--- config.mk ---
export PLATFORM = sky130hd
export DESIGN_NAME = demux4_fifo
export DESIGN_NICKNAME = d
export VERILOG_FILES = /design/src/rtl/demux4_fifo.sv
export SDC_FILE = /design/constraint.sdc
export NUM_CORES = 1
export LEC_CHECK = 0
export ABC_AREA = 1
export BUFFER_PORTS_ARGS = -buffer_cell sky130_fd_sc_hd__buf_2
export CAP_MARGIN = 20
export CORE_MARGIN = 5
export CORE_UTILIZATION = 40
export DETAILED_ROUTE_END_ITERATION = 10
export PLACE_DENSITY = 0.64
export SYNTH_ARGS = -nofsm -noshare
export SYNTH_HDL_FRONTEND = slang
export SYNTH_SLANG_ARGS = --single-unit
--- constraint.sdc ---
create_clock -name clk -period 1.9 [get_ports clk]
set_input_delay 0 -clock clk [delete_from_list [all_inputs] [get_ports clk]]
set_output_delay 0 -clock clk [all_outputs]
set_load 0.005 [all_outputs]
--- src/rtl/demux4_fifo.sv ---
// Buffered 1-to-4 demultiplexer: one valid/ready input stream is steered by sel
// into one of four independent lane FIFOs, each with its own valid/ready output.
module demux4_fifo #(
  parameter int WIDTH = 8,
  parameter int DEPTH = 2
) (
  input  logic                              clk,
  input  logic                              reset_n,
  input  logic [WIDTH-1:0]                  in_data,
  input  logic [1:0]                        in_sel,
  input  logic                              in_valid,
  output logic                              in_ready,
  output logic [4*WIDTH-1:0]                out_data,
  output logic [3:0]                        out_valid,
  input  logic [3:0]                        out_ready,
  output logic [4*$clog2(DEPTH+1)-1:0]      lane_level
);

  localparam int PW = $clog2(DEPTH);
  localparam int LW = $clog2(DEPTH + 1);
  localparam logic [LW-1:0] FULL_LEVEL = LW'(DEPTH);

  logic [WIDTH-1:0] mem   [4][DEPTH];
  logic [PW-1:0]    wptr  [4];
  logic [PW-1:0]    rptr  [4];
  logic [LW-1:0]    level [4];

  logic [3:0] push_en;
  logic [3:0] pop_en;

  // Ready looks only at the addressed lane's occupancy, never at out_ready,
  // so a full lane refuses input even in a cycle where it is being drained.
  always_comb begin
    in_ready = (level[in_sel] != FULL_LEVEL);
    push_en  = 4'b0000;
    pop_en   = 4'b0000;
    for (int k = 0; k < 4; k++) begin
      push_en[k] = in_valid && in_ready && (in_sel == 2'(k));
      pop_en[k]  = out_ready[k] && (level[k] != '0);
    end
  end

  always_ff @(posedge clk or negedge reset_n) begin
    if (!reset_n) begin
      for (int k = 0; k < 4; k++) begin
        wptr[k]  <= '0;
        rptr[k]  <= '0;
        level[k] <= '0;
        for (int e = 0; e < DEPTH; e++) begin
          mem[k][e] <= '0;
        end
      end
    end else begin
      for (int k = 0; k < 4; k++) begin
        if (push_en[k]) begin
          mem[k][wptr[k]] <= in_data;
          wptr[k]         <= wptr[k] + PW'(1);
        end
        if (pop_en[k]) begin
          rptr[k] <= rptr[k] + PW'(1);
        end
        // Level is kept apart from the pointers so full and empty never alias.
        case ({push_en[k], pop_en[k]})
          2'b10:   level[k] <= level[k] + LW'(1);
          2'b01:   level[k] <= level[k] - LW'(1);
          default: level[k] <= level[k];
        endcase
      end
    end
  end

  always_comb begin
    out_data   = '0;
    out_valid  = 4'b0000;
    lane_level = '0;
    for (int k = 0; k < 4; k++) begin
      out_valid[k]               = (level[k] != '0);
      out_data[k*WIDTH +: WIDTH] = (level[k] != '0) ? mem[k][rptr[k]] : '0;
      lane_level[k*LW +: LW]     = level[k];
    end
  end

endmodule

==> flow_metrics.tcl <==
set metrics [dict create \
    cts_max_path_buffers 2 \
    start_util_pct 41.0 \
    antenna_cells 0 \
    required_ns 2.14 \
    root_buffer "clkbuf_8" \
    grt_antenna_before_repair 0 \
    syn_nets 504 \
    die_h_um 107 \
    grt_remaining_overflow 0 \
    tightest_slew_ns 0.507 \
    whs_endpoint "rptr[0]" \
    yosysTopAreaCellShare_pct 52.8 \
    cts.htree.levels 3 \
    yosysWarnings 0 \
    post_drt_via_cell_ratio 4.71 \
    clk_pin_slew_ns 0.08 \
    crit_arrival_ns 1.96 \
    syn_inst 483 \
    hold_depth 4 \
    final_area_sq_mm 0.00468 \
    status "complete, no violations" \
    cts.sinks 80 \
    numCtsBuffers 9 \
    maxCapViolCount 0 \
    worstSetupEndpointType "flip-flop" \
    synthTopCellsByArea "dfrtp_1 53%, nand2_1 27%, a21oi_1 4.8%" \
    place_ws_ns 0.127 \
    holdWs_ns 0.0147 \
    synth_common_cells "277 x nand2_1, 80 x dfrtp_1, 36 x a21oi_1, 19 x inv_1, 11 x nor2_1" \
    track_usage_pct 17.9 \
    post-synth-top-count-cell "nand2_1" \
    path_max_fanout 9 \
    synth_edf_count 0 \
    ant_nets 0 \
    period_share_pct 90.9 \
    area_growth_pct 23.5 \
    finClkSkew_ns 0.00934 \
    setup_violations 0 \
    p_total_uw 7660 \
    portBuffers 61 \
    layout.nets 590 \
    die_w_um 107 \
    dieArea_sq_mm 0.0115 \
    avgSynthCellArea_sq_um 7.84 \
    grt_max_degree 45 \
    wl_per_cell_um 13.9 \
    vdd_ir_drop_max_uv 819 \
    path_class "flip-flop to flip-flop" \
    seq_area_frac_synth_pct 52.8 \
    synthArstFlopShare_pct 100 \
    r2r_slack_ns 0.17 \
    drc 0 \
    yosys.area.top_type "dfrtp_1" \
    period_needed_ns 1.73 \
    place_hpwl_um 6740 \
    ys_ff_latch 80 \
    postPlaceCellArea_sq_mm 0.00432 \
    grt_pass1_wl_um 16300 \
    first_pass_iters 4 \
    p_per_area_mw_per_mm2 1640 \
    setup_ws_ns 0.174 \
    hold_class "input pin to flip-flop" \
    drv_slew 0 \
    startpoint_type "flip-flop" \
    hold_violations 0 \
    pin_count 62 \
    drt_iter0_markers 101 \
    rr_endpoint "lane_level[3]" \
    first_global_vias 3381 \
    vias 3310 \
    reg2reg_depth 10 \
    num_rows 35 \
    place_congestion 0.816 \
    clock.fmax_mhz 579 \
    wl_um 9750 \
    core_area_sq_mm 0.00924 \
    power_leakage_uw 0.00251 \
    r2r-start "lane_level[1]" \
    worstHoldStart "out_ready[3]" \
    slew_headroom_pct 66.2 \
    tns_ns 0 \
    ys.flop_type "dfrtp_1" \
    ys_types 21 \
    synth.cell_area_sq_mm 0.00379 \
    drive_above_1_share_pct 19.5 \
    cts_tree "built" \
    insertion_delay_ns 0.35 \
]
[state kept, by name (all words and copies together), names as in the netlist]
name        cells
lane_level      8
mem            64
rptr            4
wptr            4
[layer usage]
layer / part of all wire (%) / up-vias / global-route usage, %
met5: 0 / - / 0
met4: 1.3 / 0 / 4.29
met3: 6.4 / 14 / 5.28
met2: 46 / 90 / 29.0
met1: 46 / 1535 / 23.7
li1: - / 1671 / -
[repair_timing]
item,CTS,global route
hold buffers,10,0
endpoints found under the setup margin,0,4
buffers inserted,0,2
gates resized for setup,0,2
endpoints found under the hold margin,96,0
[layout by cell type (no fill, tap or decap)]
cell             n
inv_1           19
ha_4             1
nand4_2          4
ha_1             3
a21oi_1         36
nand4_1          4
xnor2_1          8
xor2_1           4
inv_6            1
nor2_2           6
clkbuf_8        10
nor2_4           3
nand3_1          6
dlygate4sd3_1   10
nor2_1          11
buf_12           1
o21ai_0          4
clkinvlp_4       3
nand2_1        277
nand2_4          1
buf_4           19
buf_2           60
bufinv_16        2
nand3_4          1
dfrtp_1         80
[cell type report]
class | instances | area [sq um]
fill | 941 | 4560
sequential | 80 | 2000
clock inverter | 6 | 91.3
clock buffer | 10 | 138
multi-input combinational | 369 | 1650
tap | 129 | 161
timing repair buffer | 90 | 563
inverter | 19 | 71.3
[cells by family (layout without fill, tap and decap cells)]
kind of cell | after synthesis | count (layout) | share of synthesized area, %
AND/OR/NAND/NOR | 313 | 313 | 33.8
flip-flops | 80 | 80 | 52.8
AO/OA/AOI/OAI | 40 | 40 | 5.28
buffers and inverters | 34 | 125 | 3.96
XOR/XNOR | 12 | 12 | 2.77
adder cells (fa/ha/maj) | 4 | 4 | 1.32
[worst max path at each step]
stage,from,end,slack (ns),cells after the start
final,lane_level[1],lane_level[3],0.17,10
after floorplan,lane_level[7],lane_level[1],0.16,11
after CTS,lane_level[7],lane_level[3],0.11,10
after global placement,lane_level[5],lane_level[1],0.18,10
after global routing,lane_level[1],lane_level[3],-0.007,10
after detailed placement,lane_level[5],lane_level[1],0.13,10
[worst max-delay path: stages, from the launching register on]
cell and delay, ns:
dfrtp_1 0.40, nand2_1 0.08, nand2_1 0.05, nand2_1 0.05, nand2_1 0.08, nand2_4 0.13, nand3_1 0.11, ha_1 0.34
a21oi_1 0.11, o21ai_0 0.11, xnor2_1 0.14
[power breakdown]
group | internal, uW | switching [uW] | total [uW]
sequential | 2540 | 585 | 3120
combinational | 1430 | 1690 | 3120
clock | 780 | 636 | 1420
[stage by stage]
stage | utilization, % | std cells
after floorplan | - | 483
after global placement | 46.7 | 675
after detailed placement | 46.7 | 675
after CTS | 50.3 | 701
after global routing | 50.7 | 703
final | 50.7 | 703
(Power assumes the default switching activity.)
